## config.mk

```make
export PLATFORM = sky130hd
export DESIGN_NAME = regbank_ctrl
export DESIGN_NICKNAME = d
export VERILOG_FILES = /design/src/rtl/regbank_pkg.sv /design/src/rtl/regbank_ctrl.sv
export SDC_FILE = /design/constraint.sdc
export NUM_CORES = 1
export LEC_CHECK = 0
export BUFFER_PORTS_ARGS = -buffer_cell sky130_fd_sc_hd__buf_2
export CAP_MARGIN = 10
export CELL_PAD_IN_SITES_DETAIL_PLACEMENT = 0
export CELL_PAD_IN_SITES_GLOBAL_PLACEMENT = 1
export CORE_ASPECT_RATIO = 0.5
export CORE_MARGIN = 5
export CORE_UTILIZATION = 35
export DETAILED_ROUTE_END_ITERATION = 12
export PLACE_DENSITY_LB_ADDON = 0.2
export SYNTH_ARGS = -nofsm -noshare
export SYNTH_HDL_FRONTEND = slang
export SYNTH_SLANG_ARGS = --single-unit
```

## constraint.sdc

```tcl
create_clock -name clk -period 2 [get_ports clk]
set_clock_uncertainty 0.2 [all_clocks]
set_input_delay 0.2 -clock clk [delete_from_list [all_inputs] [get_ports clk]]
set_output_delay 0.2 -clock clk [all_outputs]
set_load 0.03 [all_outputs]
```

## src/rtl/regbank_pkg.sv

```systemverilog
// Shared encodings for the register-bank sequencer: opcodes, FSM states, default widths.
package regbank_pkg;

    localparam int REGBANK_DATA_W = 32;
    localparam int REGBANK_ADDR_W = 2;

    localparam logic [1:0] OP_WRITE = 2'd0;
    localparam logic [1:0] OP_READ  = 2'd1;
    localparam logic [1:0] OP_COPY  = 2'd2;
    localparam logic [1:0] OP_SWAP  = 2'd3;

    localparam logic [2:0] ST_IDLE = 3'd0;
    localparam logic [2:0] ST_EXEC = 3'd1;
    localparam logic [2:0] ST_SW1  = 3'd2;
    localparam logic [2:0] ST_SW2  = 3'd3;
    localparam logic [2:0] ST_RESP = 3'd4;

endpackage

```

## src/rtl/regbank_ctrl.sv

```systemverilog
// Sequencer driving a 4x32 register bank for WRITE/READ/COPY/SWAP commands (REGBANK_CTRL_R0_ZERO_EN hardwires r0 to zero).
// Latency: response valid two cycles after accept (four for SWAP).
// Backpressure: one command in flight; cmd_ready only in IDLE, response held until rsp_ready.
module regbank_ctrl
    import regbank_pkg::*;
#(
    parameter int DATA_W = REGBANK_DATA_W,
    parameter int ADDR_W = REGBANK_ADDR_W
) (
    input  logic              clk,
    input  logic              rst_n,
    input  logic              cmd_valid,
    output logic              cmd_ready,
    input  logic [1:0]        cmd_op,
    input  logic [ADDR_W-1:0] cmd_a,
    input  logic [ADDR_W-1:0] cmd_b,
    input  logic [DATA_W-1:0] cmd_data,
    output logic              rsp_valid,
    input  logic              rsp_ready,
    output logic [DATA_W-1:0] rsp_data1,
    output logic [DATA_W-1:0] rsp_data2,
    output logic [ADDR_W-1:0] sr1,
    output logic [ADDR_W-1:0] sr2,
    output logic [ADDR_W-1:0] dr,
    output logic              write,
    output logic [DATA_W-1:0] wrData,
    input  logic [DATA_W-1:0] rdData1,
    input  logic [DATA_W-1:0] rdData2
);

    logic [2:0]        state_q, state_d;
    logic [1:0]        op_q, op_d;
    logic [ADDR_W-1:0] a_q, a_d, b_q, b_d;
    logic [DATA_W-1:0] data_q, data_d;
    logic [DATA_W-1:0] rsp1_q, rsp1_d, rsp2_q, rsp2_d;
    logic [DATA_W-1:0] rd1_eff, rd2_eff;
    logic              wr_req;

    // Read selects always equal a_q/b_q whenever read data is consumed, so mask on those.
`ifdef REGBANK_CTRL_R0_ZERO_EN
    assign rd1_eff = (a_q == '0) ? '0 : rdData1;
    assign rd2_eff = (b_q == '0) ? '0 : rdData2;
    assign write   = wr_req && rst_n && (dr != '0);
`else
    assign rd1_eff = rdData1;
    assign rd2_eff = rdData2;
    assign write   = wr_req && rst_n;
`endif

    assign cmd_ready = (state_q == ST_IDLE);
    assign rsp_valid = (state_q == ST_RESP);
    assign rsp_data1 = rsp1_q;
    assign rsp_data2 = rsp2_q;

    always_comb begin
        state_d = state_q;
        op_d    = op_q;
        a_d     = a_q;
        b_d     = b_q;
        data_d  = data_q;
        rsp1_d  = rsp1_q;
        rsp2_d  = rsp2_q;
        sr1     = '0;
        sr2     = '0;
        dr      = '0;
        wrData  = '0;
        wr_req  = 1'b0;
        case (state_q)
            ST_IDLE: begin
                if (cmd_valid) begin
                    op_d    = cmd_op;
                    a_d     = cmd_a;
                    b_d     = cmd_b;
                    data_d  = cmd_data;
                    state_d = ST_EXEC;
                end
            end
            ST_EXEC: begin
                case (op_q)
                    OP_WRITE: begin
                        dr     = a_q;
                        wrData = data_q;
                        wr_req = 1'b1;
                        rsp1_d = data_q;
                        rsp2_d = '0;
                    end
                    OP_READ: begin
                        sr1    = a_q;
                        sr2    = b_q;
                        rsp1_d = rd1_eff;
                        rsp2_d = rd2_eff;
                    end
                    OP_COPY: begin
                        sr1    = a_q;
                        dr     = b_q;
                        wrData = rd1_eff;
                        wr_req = 1'b1;
                        rsp1_d = rd1_eff;
                        rsp2_d = rd1_eff;
                    end
                    default: begin
                        sr1    = a_q;
                        sr2    = b_q;
                        rsp1_d = rd1_eff;
                        rsp2_d = rd2_eff;
                    end
                endcase
                state_d = (op_q == OP_SWAP) ? ST_SW1 : ST_RESP;
            end
            // Swap write-back uses the captured response words as temporaries.
            ST_SW1: begin
                dr      = a_q;
                wrData  = rsp2_q;
                wr_req  = 1'b1;
                state_d = ST_SW2;
            end
            ST_SW2: begin
                dr      = b_q;
                wrData  = rsp1_q;
                wr_req  = 1'b1;
                state_d = ST_RESP;
            end
            ST_RESP: begin
                if (rsp_ready) begin
                    state_d = ST_IDLE;
                end
            end
            default: state_d = ST_IDLE;
        endcase
    end

    always_ff @(posedge clk) begin
        if (!rst_n) begin
            state_q <= ST_IDLE;
            op_q    <= OP_WRITE;
            a_q     <= '0;
            b_q     <= '0;
            data_q  <= '0;
            rsp1_q  <= '0;
            rsp2_q  <= '0;
        end else begin
            state_q <= state_d;
            op_q    <= op_d;
            a_q     <= a_d;
            b_q     <= b_d;
            data_q  <= data_d;
            rsp1_q  <= rsp1_d;
            rsp2_q  <= rsp2_d;
        end
    end

endmodule

```

Word-level counts from Yosys, hierarchy flattened. Cells that the tools add are included.

Equal/unequal tests: 8. Mux-type cells: 16. Reduce and logical (&&, ||, !) cells: 7.

Operators by type and width (number): 32-bit case mux with 2 select lines (2); 32-bit case mux with 3 select lines (1); 32-bit two-way mux (1); 3-bit case mux with 5 select lines (1); 3-bit two-way mux (3); 2-bit two-way mux (4); 3-bit by 2-bit == test with 1-bit output, second input constant (2); 2-bit case mux with 3 select lines (1); 2-bit == test, second input constant (2); 2-bit case mux with 2 select lines (1); 2-bit AND reduction (2); 2-bit OR reduction (2); 3-bit by 1-bit == test with 1-bit output, second input constant (1); 3-bit == test, second input constant (1); 3-bit logical NOT (1); 2-bit logical NOT (1); 2-bit by 1-bit != test with 1-bit output, second input constant (1); 2-bit != test, second input constant (1); 1-bit case mux with 2 select lines (1); 1-bit logical AND (1); 1-bit two-way mux (1).

Register bits after elaboration: 105. Input bits: 106. Output and inout port bits: 105. Logic and storage cells: 38.

Longest topological paths before layout.
Depth after elaboration: 5. Gate-level depth with buffers: 7. Depth with buffers taken out: 3.

Worst setup path before layout. No wires, ideal clock.

Kind: register to output. Start: register state_q[1]. End: output port wrData[0]. Arrival time: 1.625 ns. Path slack: -0.025 ns. Cell stages (with the launch flop): 6. Buffers on the path: 2. Cell sequence: dfxtp_1 -> buf_2 -> or4b_4 -> nor2_4 -> buf_4 -> a221o_1.

Word-level cells in the longest chain between the ends: 2.

RTL lines: from (decl) (RTL line regbank_ctrl.sv:31) `logic [2:0] state_q, state_d;`; from (signal assigned) (RTL line regbank_ctrl.sv:142) `state_q <= state_d;`; 3-bit by 2-bit == test with 1-bit output or 3-bit by 1-bit == test with 1-bit output (tied branches) (RTL line regbank_ctrl.sv:68) `case (state_q)`; 32-bit case mux with 3 select lines * (RTL line regbank_ctrl.sv:68); to (decl) (RTL line regbank_ctrl.sv:26) `output logic [DATA_W-1:0] wrData,`.

Every way passes the cells marked *; elsewhere a longest branch is shown, timed or not.

Worst setup path after layout.
Start: register op_q[0]. End: output port wrData[11].

Word-level cells in the longest chain between the ends: 3.

RTL lines: from (decl) (RTL line regbank_ctrl.sv:32) `logic [1:0] op_q, op_d;`; from (signal assigned) (RTL line regbank_ctrl.sv:143) `op_q <= op_d;`; 2-bit == test or 2-bit logical NOT (tied branches) (RTL line regbank_ctrl.sv:79) `case (op_q)`; 32-bit case mux with 2 select lines * (RTL line regbank_ctrl.sv:79); 32-bit case mux with 3 select lines * (RTL line regbank_ctrl.sv:68).

Marked as above.

==> results_dict.tcl <==
set metrics [dict create \
    status "complete, but fails checks" \
    violations "setup timing" \
    yosys.area.top_type "dfxtp_1" \
    nets 1039 \
    clkLatencyLatePin_ps 340 \
    grt_pass1_vias 5887 \
    layout-drive-gt1-share_pct 33.37 \
    cts_buffers 9 \
    worst_slew_pin_slew_ps 612.3 \
    synth-edff-count 0 \
    ios 211 \
    syn_area_um2 5258 \
    num-fill-cells 1346 \
    detail_route.drc_violations 0 \
    clk_pin_slew_ps 70 \
    grt_start_max_net_pins 141 \
    grtUsageTotal_pct 21.73 \
    drv_slew 0 \
    finalCriticalPeriod_ps 2265 \
    place_ws_ps 7.764 \
    rsz0062_at_grt "yes" \
    setup_viol 34 \
    cts_tree "built" \
    worst-setup-path-type "flip-flop to primary output" \
    vias 5947 \
    synth.top_cell.area_share_pct 39.98 \
    fin_ws_ps -265.2 \
    wire_per_inst_um 17.52 \
    place.gp.congestion 0.8016 \
    ant_nets 0 \
    start_util_pct 36.05 \
    die_area_um2 17720 \
    fmax_mhz 441.5 \
    crit_fanout 18 \
    htree_levels 3 \
    ys_ff_latch 105 \
    power.density_nw_per_um2 609.5 \
    syn_to_final_growth_pct 59.50 \
    start_kind "flip-flop" \
    hold_class "primary input to flip-flop" \
    ys_seq_area_share_pct 39.98 \
    num_antenna_cells 0 \
    io_buffers 210 \
    clock-sinks 105 \
    finalCritPeriodShare_pct 113.3 \
    final_core_util_pct 57.50 \
    synth_flop_cell "dfxtp_1" \
    synth_nets 742 \
    syn_avg_cell_area_um2 8.267 \
    r2r_setup_slack_ps 120 \
    worstSetupEndpointType "primary output" \
    dr.pass1.iters 4 \
    ys_types 34 \
    final_cells 1136 \
    cp.arrival_ps 1870 \
    place_area_um2 6686 \
    leakage_nw 3.898 \
    yosysWarningCount 0 \
    required_ps 1600 \
    syn-instance-count 636 \
    dp_cells 1008 \
    yosysMostFrequentCell "dfxtp_1" \
    relSlewSlack_pct 59.18 \
    grt.overflow.total 0 \
    drt_iter0_markers 317 \
    antenna_found_initial 0 \
    max_cap_viol_count 0 \
    wirelength_um 19910 \
    timing.hold.ws_ps 78.49 \
    rows 31 \
    synthTopCellsByArea "dfxtp_1, a221o_1, nand3_1" \
    grt_pass1_wl_um 31740 \
    viasPerCell 5.235 \
    die_w_um 183.3 \
    core_area_um2 14580 \
    finalHoldViolCount 0 \
    peakVddDrop_uv 377.0 \
    ys_async_sr_fraction_pct 0 \
    clk_path_buf_depth 2 \
    dpl.hpwl_um 12960 \
    cts_root_buf "clkbuf_16" \
    yosys-top-cells-count "dfxtp_1, nand2_1, nand3_1, a221o_1, o21ai_0" \
    final_cell_area_um2 8386 \
    die_h_um 96.67 \
]
-- timing repair --
| action | in CTS | in global routing |
|---|---|---|
| endpoints found under the hold margin | 104 | 0 |
| pin swaps | 4 | 2 |
| buffers inserted | 2 | 5 |
| setup endpoints to repair | 38 | 51 |
| gates resized for setup | 80 | 7 |
| hold buffers | 104 | 0 |
| gates cloned | 1 | 0 |
-- where the power goes --
group / switching, mW / internal, mW / leakage (nW)
Sequential: 0.0791 / 2.19 / 0.856
Clock: 0.835 / 0.896 / 0.141
Combinational: 0.594 / 0.518 / 2.90
-- per-layer routing --
metal  track usage [%]  vias up  wire length (um)
li1                  -     2915                 -
met1             28.36     2792              8823
met2             35.91      213              9375
met3             5.285       27              1337
met4             6.007        0               370
met5                 0        -                 0
-- placed cells by master (no fill, tap or decap), types with 2 or more instances in the layout --
cell type | Yosys | routed
and3_1 | 36 | 36
o221ai_1 | 32 | 32
nor2_1 | 37 | 35
nor2_4 | 2 | 4
buf_2 | 28 | 171
dfxtp_1 | 105 | 101
a211o_1 | 22 | 22
a22o_1 | 2 | 2
dlygate4sd3_1 | 0 | 104
clkinv_4 | 0 | 2
mux2i_1 | 32 | 32
buf_12 | 0 | 12
dfxtp_2 | 0 | 3
buf_4 | 4 | 30
nor3_1 | 24 | 24
o21ai_0 | 38 | 38
nand2b_2 | 1 | 2
a221o_2 | 0 | 30
nand2_1 | 71 | 71
clkbuf_16 | 0 | 9
a21oi_1 | 3 | 2
nand3_1 | 70 | 70
inv_1 | 33 | 33
a221o_1 | 42 | 12
buf_6 | 1 | 34
nand2b_1 | 7 | 6
-- final timing paths --
path           start       endpoint  cells after the start
max          op_q[0]     wrData[11]                      5
min            rst_n  rsp_data1[30]                      3
max reg2reg  op_q[0]  rsp_data1[31]                      5
min reg2reg   a_q[0]         a_q[0]                      2
-- stage by stage --
step                      setup TNS, ps  power [mW]
final                             -8443       5.111
after CTS                         -9713       5.143
after floorplan                       0       2.804
after global routing             -10510       5.332
after global placement                0       3.170
after detailed placement              0       3.176
-- critical path, cell delays in order (launching register included) --
cell	delay, ps
dfxtp_2	330
or4b_4	550
nor2_4	160
buf_12	180
a221o_2	180
buf_6	130
-- area by class of cell --
class                           count  area (um2)  share of cell area, %
Sequential cell                   105        2110                  25.16
Inverter                           33       123.9                  1.477
Clock inverter                      6       50.05                 0.5968
Clock buffer                       10       239.0                  2.850
Tap cell                          198       247.7                  2.954
Timing Repair Buffer              353        2785                  33.21
Multi-Input combinational cell    431        2830                  33.75
-- state kept, by name, summed over array words and instances, names as in the netlist --
| register | cells |
|---|---|
| b_q | 2 |
| rsp_data1 | 32 |
| a_q | 2 |
| data_q | 32 |
| state_q | 3 |
| op_q | 2 |
| rsp_data2 | 32 |
-- cells by family (layout without fill, tap and decap cells) --
group,Yosys count,after routing,share of synthesized area [%]
compound gates,142,142,21.66
buf+inv,100,402,8.234
flops,105,105,39.98
mux,32,32,6.092
simple gates,257,257,24.04
(Power assumes the default switching activity.)
